File: config.mk
export PLATFORM = sky130hd
export DESIGN_NAME = fifo_write_arbiter
export DESIGN_NICKNAME = d
export VERILOG_FILES = /design/src/rtl/fifo_write_arbiter.sv
export SDC_FILE = /design/constraint.sdc
export NUM_CORES = 1
export LEC_CHECK = 0
export BUFFER_PORTS_ARGS = -buffer_cell sky130_fd_sc_hd__buf_2
export CAP_MARGIN = 15
export CELL_PAD_IN_SITES_DETAIL_PLACEMENT = 0
export CELL_PAD_IN_SITES_GLOBAL_PLACEMENT = 1
export CORE_MARGIN = 8
export CORE_UTILIZATION = 30
export CTS_CLUSTER_SIZE = 16
export DETAILED_ROUTE_END_ITERATION = 8
export PLACE_DENSITY = 0.88
export SYNTH_ARGS = -nofsm -noshare
export SYNTH_HDL_FRONTEND = slang
export SYNTH_SLANG_ARGS = --single-unit
File: constraint.sdc
create_clock -name clk -period 1.8 [get_ports clk]
set_input_delay 0.36 -clock clk [delete_from_list [all_inputs] [get_ports clk]]
set_output_delay 0.36 -clock clk [all_outputs]
set_load 0.01 [all_outputs]
File: src/rtl/fifo_write_arbiter.sv
// -----------------------------------------------------------------------------
// fifo_write_arbiter
//
// Round-robin arbiter sharing the single write port of a 16-entry FIFO between
// two valid/ready producers. Ownership is granted in bursts of up to MAX_BURST
// beats. Writes are gated by fifo_full. Ownership moves directly between the two
// owners, so a handoff costs no idle cycle.
//
// Parameters
//   DATA_WIDTH  width of requester and FIFO data
//   MAX_BURST   max consecutive beats per owner while the other waits (1..255)
//
// Ports
//   clk              system clock, rising edge
//   reset            asynchronous active-low reset
//   req0_valid/data  requester 0 beat offer
//   req0_ready       requester 0 beat accepted this cycle
//   req1_valid/data  requester 1 beat offer
//   req1_ready       requester 1 beat accepted this cycle
//   fifo_full        FIFO full flag
//   fifo_write_en    FIFO write strobe
//   fifo_write_data  FIFO write data
//   grant            one-hot current owner (bit0 = req0, bit1 = req1), 0 if idle
// -----------------------------------------------------------------------------
module fifo_write_arbiter #(
    parameter int unsigned DATA_WIDTH = 8,
    parameter int unsigned MAX_BURST  = 4
) (
    input  logic                  clk,
    input  logic                  reset,
    input  logic                  req0_valid,
    input  logic [DATA_WIDTH-1:0] req0_data,
    output logic                  req0_ready,
    input  logic                  req1_valid,
    input  logic [DATA_WIDTH-1:0] req1_data,
    output logic                  req1_ready,
    input  logic                  fifo_full,
    output logic                  fifo_write_en,
    output logic [DATA_WIDTH-1:0] fifo_write_data,
    output logic [1:0]            grant
);

    localparam int unsigned CNT_W = $clog2(MAX_BURST + 1);
    localparam logic [CNT_W-1:0] LAST_BEAT = CNT_W'(MAX_BURST - 1);

    // One-hot encoding lets grant be the state register itself.
    typedef enum logic [1:0] {
        IDLE = 2'b00,
        OWN0 = 2'b01,
        OWN1 = 2'b10
    } state_t;

    state_t           state;
    state_t           state_nxt;
    logic             last_owner;
    logic             last_owner_nxt;
    logic [CNT_W-1:0] beat_cnt;
    logic [CNT_W-1:0] beat_cnt_nxt;

    logic             own_valid;
    logic             other_valid;
    logic             xfer;
    logic             burst_done;
    logic             release_own;

    // Owner-relative view of the requesters.
    always_comb begin
        own_valid   = 1'b0;
        other_valid = 1'b0;
        case (state)
            OWN0: begin
                own_valid   = req0_valid;
                other_valid = req1_valid;
            end
            OWN1: begin
                own_valid   = req1_valid;
                other_valid = req0_valid;
            end
            default: begin
                own_valid   = 1'b0;
                other_valid = 1'b0;
            end
        endcase
    end

    // Full stalls the owner but never forces a release.
    assign xfer        = (state != IDLE) && own_valid && !fifo_full;
    assign burst_done  = xfer && (beat_cnt == LAST_BEAT);
    assign release_own = (state != IDLE) && (!own_valid || burst_done);

    // State register.
    always_ff @(posedge clk or negedge reset) begin
        if (!reset) begin
            state      <= IDLE;
            last_owner <= 1'b1;
            beat_cnt   <= '0;
        end else begin
            state      <= state_nxt;
            last_owner <= last_owner_nxt;
            beat_cnt   <= beat_cnt_nxt;
        end
    end

    // Next-state logic.
    always_comb begin
        state_nxt      = state;
        last_owner_nxt = last_owner;
        beat_cnt_nxt   = beat_cnt;
        case (state)
            IDLE: begin
                // On a tie the requester that did not own last wins.
                if (req0_valid && req1_valid) begin
                    state_nxt = last_owner ? OWN0 : OWN1;
                end else if (req0_valid) begin
                    state_nxt = OWN0;
                end else if (req1_valid) begin
                    state_nxt = OWN1;
                end
            end
            OWN0, OWN1: begin
                if (release_own) begin
                    last_owner_nxt = (state == OWN1);
                    beat_cnt_nxt   = '0;
                    if (other_valid) begin
                        state_nxt = (state == OWN0) ? OWN1 : OWN0;
                    end else if (own_valid) begin
                        // Burst limit hit with nobody waiting: start a fresh burst.
                        state_nxt = state;
                    end else begin
                        state_nxt = IDLE;
                    end
                end else if (xfer) begin
                    beat_cnt_nxt = beat_cnt + CNT_W'(1);
                end
            end
            default: begin
                state_nxt = IDLE;
            end
        endcase
    end

    // Write-port steering, combinational from the registered owner.
    always_comb begin
        req0_ready      = 1'b0;
        req1_ready      = 1'b0;
        fifo_write_en   = 1'b0;
        fifo_write_data = '0;
        case (state)
            OWN0: begin
                req0_ready      = !fifo_full;
                fifo_write_en   = req0_valid && !fifo_full;
                fifo_write_data = req0_data;
            end
            OWN1: begin
                req1_ready      = !fifo_full;
                fifo_write_en   = req1_valid && !fifo_full;
                fifo_write_data = req1_data;
            end
            default: begin
                req0_ready      = 1'b0;
                req1_ready      = 1'b0;
                fifo_write_en   = 1'b0;
                fifo_write_data = '0;
            end
        endcase
    end

    assign grant = 2'(state);

endmodule

Yosys cells after proc, flatten, opt, wreduce, memory -nomap -nowiden. Cells that the tools add are included.

Bits in registers: 6. Bits in latches: 0. RAM bits: 0. Output and inout port bits: 13. ROM bits: 0. Memories kept: 0. Input bits: 21. Word-level logic and storage cells: 44.

Bitwise gates (word level): 0. Add/sub/neg operators: 1. Multipliers: 0. Mux-type cells: 17. Shifts and indexed selects: 0. Reductions and logical operators: 17. Div/mod/pow operators: 0. Order comparisons: 0. Eq/ne operators: 6.

Operators with widths (count): 2-to-1 mux 2 bit (8); case mux 8 bit (2 select lines) (1); logical AND 1 bit (7); 2-to-1 mux 3 bit (2); case mux 1 bit (2 select lines) (3); != test 4 bit, second input constant (1); case mux 2 bit (2 select lines) (1); AND reduction 2 bit (2); nonzero test 2 bit (2); adder 3 x 1 -> 3 bit, second input constant (1); equality test 3 x 2 -> 1 bit, second input constant (1); != test 3 bit, second input constant (1); AND reduction 3 bit (1); equality test 2 x 1 -> 1 bit, second input constant (1); equality test 2 bit, second input constant (1); zero test 1 bit (2); zero test 2 bit (1); 2-to-1 mux 1 bit (2); != test 2 bit, second input constant (1); OR reduction 2 bit (1); logical OR 1 bit (1).

Logic depth before layout (Yosys ltp).
Depth after elaboration: 9. Mapped depth: 6. Depth with buffers taken out: 6.

Least setup slack after synthesis. No wires, ideal clock.

Kind: register to output. Start: register state[0], in the netlist grant[0]. End: output fifo_write_data[0]. Buffers on the path: 1. Stages on the path, launching flop included: 6. Setup slack: 0.082 ns. Required time: 1.440 ns. Arrival time: 1.358 ns. Cells stage by stage: dfrtp_1 inv_1 ha_1 clkbuf_1 a22oi_1 nor2b_1.

Word-level cells in the longest chain between the ends: 2. Elaborated cells between the ends (all ways): 3. Those cells by class: eq/ne: 2; mux: 1.

RTL lines: from (decl) (RTL line 53) `state_t state;`; from (signal assigned) (RTL line 98) `state <= state_nxt;`; equality test 2 bit or equality test 2 x 1 -> 1 bit (tied branches) (RTL line 148) `case (state)`; case mux 8 bit (2 select lines) (*) (RTL line 148); to (decl) (RTL line 39) `output logic [DATA_WIDTH-1:0] fifo_write_data,`.

Mark *: on every way between the ends. The rest lies on a longest branch, timed or not.

Worst setup path in the final report.
Start: register state[0], in the netlist grant[0]. End: output fifo_write_data[7].

Same word-level chain as after synthesis.

==> flow_summary.toml <==
[clock_network]
clk_pin_slew_worst_paths_ps = 50
clock_latency_ps = 240
cts_sinks = 6
clock-root-buffer = "clkbuf_4"
htreeDepth = 1
cts_buffer_depth = 2
cts_buffers = 3
cts_tree = "built"

[timing]
rsz0062_at_grt = "true"
setup_slack_ps = -16.4
hold_slack_ps = 462
period_minus_slack_ps = 1820
fin_skew_ps = 1.16
setup_viol = 3
hold_viol = 0
slew_headroom_pct = 80.4
finalCritPeriodShare_pct = 101
setup_tns_ps = -25.0
finalMaxSlewViolations = 0
worstMarginPinSlew_ps = 291
fmax_mhz = 551

[layout]
final_cell_mix = "32 x buf_2, 9 x nor2b_1, 8 x a22oi_2"
layout_commonest_cell = "buf_2"
post_route_cells_drive_above_1_share_pct = 61.0
synthToLayoutAreaGrowth_pct = 78.0
instances_no_fill = 150
final_net_count = 151
antenna_cells = 0

[critical_path]
rr_worst_depth = 6
start_kind = "register"
crit_type = "register to output pin"
critPathCaptureType = "output pin"
path_max_fanout = 10
r2r_end = "grant[1]$_DFFE_PN0P_"
required_ps = 1440
arrival_ps = 1460
reg2reg_slack_ps = 60
regToRegStartpoint = "grant[0]$_DFFE_PN0P_"

[floorplanning]
die_height_um = 61.6
die_area_um2 = 3800
core_um2 = 1960
std_cell_rows = 16
ios = 34
initial_core_util_pct = 31.8
fp.dieW_um = 61.6

[run_status]
outcome = "finished, violations left"
violations = "negative setup slack"

[logic_synthesis]
synth_nets = 102
synth_seq_cells = 6
yosys_warnings = 0
yosysSeqAreaShare_pct = 24.2
synth.distinct_cells = 27
synthCells = 75
netlist_area_um2 = 624
avgSynthCellArea_um2 = 8.32

[worst_hold_path]
hold_class = "input port to async pin"

[detailed_routing]
avgViaCountPerCell = 4.91
drtIter0Drc = 15
drc = 0
vias = 737
drtPass1Iterations = 3
avgRoutedWirePerCell_um = 13.5
ant_nets = 0
routed_wl_um = 2020

[grt]
grt_pass1_vias = 712
grt_overflow = 0
antenna_found_initial = 0
grt_pass1_wl_um = 3040
grt_start_max_net_pins = 15
track_usage_pct = 10.4

[pwr]
power_density_nw_per_um2 = 1390
peakVddDrop_mv = 0.702
p_leak_nw = 0.514

[flow_run]
cap_violations = 0

[placed_design]
hpwl_um = 1490
port_buffers = 33
pre_cts_ws_ps = 39.2
gp_congestion = 0.738
place_inst = 137
## sequential cells by signal, indices dropped and copies added (netlist names)
register	flops
beat_cnt	3
grant	2
last_owner	1
## kinds of logic (layout without fill, tap and decap cells)
family,after synthesis,after routing,share of synthesized area [%]
and+or+nand+nor,28,28,26.7
AOI/OAI and AO/OA,25,25,29.9
buffers and inverters,9,57,5.41
adders and majority gates,6,6,12.0
DFF,6,6,24.2
muxes,1,1,1.80
## layer usage
layer,up-vias,part of all wire (%),GRT usage [%]
met5,-,0,0
met3,2,14,3.97
li1,371,-,-
met1,331,39,10.8
met2,33,46,17.9
met4,0,0.79,4.87
## final cells by class
cell class	count	area [um2]
Fill cell	192	851
Sequential cell	6	153
Clock buffer	4	26.3
Inverter	6	22.5
Multi-Input combinational cell	60	536
Tap cell	27	33.8
Timing Repair Buffer	47	340
## worst max-delay path by stage
stage                                        from                 endpoint  slack (ps)  depth (start not counted)
after global placement       grant[1]$_DFFE_PN0P_  beat_cnt[1]$_DFFE_PN0P_         100                          5
final                        grant[0]$_DFFE_PN0P_       fifo_write_data[7]         -20                          6
after CTS                    grant[0]$_DFFE_PN0P_       fifo_write_data[2]         -10                          6
after detailed placement  beat_cnt[0]$_DFFE_PN0P_     grant[1]$_DFFE_PN0P_          40                          6
after floorplan              grant[0]$_DFFE_PN0P_       fifo_write_data[0]          80                          5
after global routing         grant[0]$_DFFE_PN0P_       fifo_write_data[2]         -60                          6
## worst max-delay path, stage by stage, from the launching register on
cell and delay (ps):
dfrtp_1 410, buf_6 130, ha_4 160, buf_12 140, a22oi_2 170, nor2b_1 60
buf_2 140
## synth_stat cells (all sizes together)
cell type  number  share of area (%)
clkbuf          3                1.8
a21o            1                1.2
o21ai           7                7.4
and2            1                1.0
a2bb2oi         1                1.4
o31ai           1                1.2
nor3            1               0.80
a22oi           9                 11
or4b            1                2.2
a311o           1                1.6
ha              6                 12
dfstp           1                4.2
nand4b          1                1.4
a221oi          1                1.4
and3            2                2.0
dfrtp           5                 20
nand2           7                4.2
a21oi           2                1.6
or2             1                1.0
nand2b          1                1.0
inv             6                3.6
a32o            2                3.2
mux2            1                1.8
nor2b          12                 12
nor2            1               0.60
## what timing repair did
action / CTS / global route
resized for setup: 22 / 10
cloned: 0 / 1
buffers inserted: 3 / 4
hold buffers: 1 / 0
pin swaps: 1 / 4
hold endpoints to repair: 5 / 0
endpoints found under the setup margin: 10 / 14
## stage by stage
step	instance area, um2	total power (W)	util [%]
4_1_cts	1010	0.00134	51.5
3_5_place_dp	850	0.000980	43.3
2_1_floorplan	624	0.000718	-
6_report	1110	0.00155	56.6
5_1_grt	1110	0.00169	56.6
3_3_place_gp	850	0.000957	43.3
## power breakdown
part	internal [W]	switching, W
Sequential	0.000181	0.0000372
Combinational	0.000680	0.000518
Clock	0.0000840	0.0000493
Total	0.000945	0.000604
No activity file was read; power rests on OpenSTA's default activity.
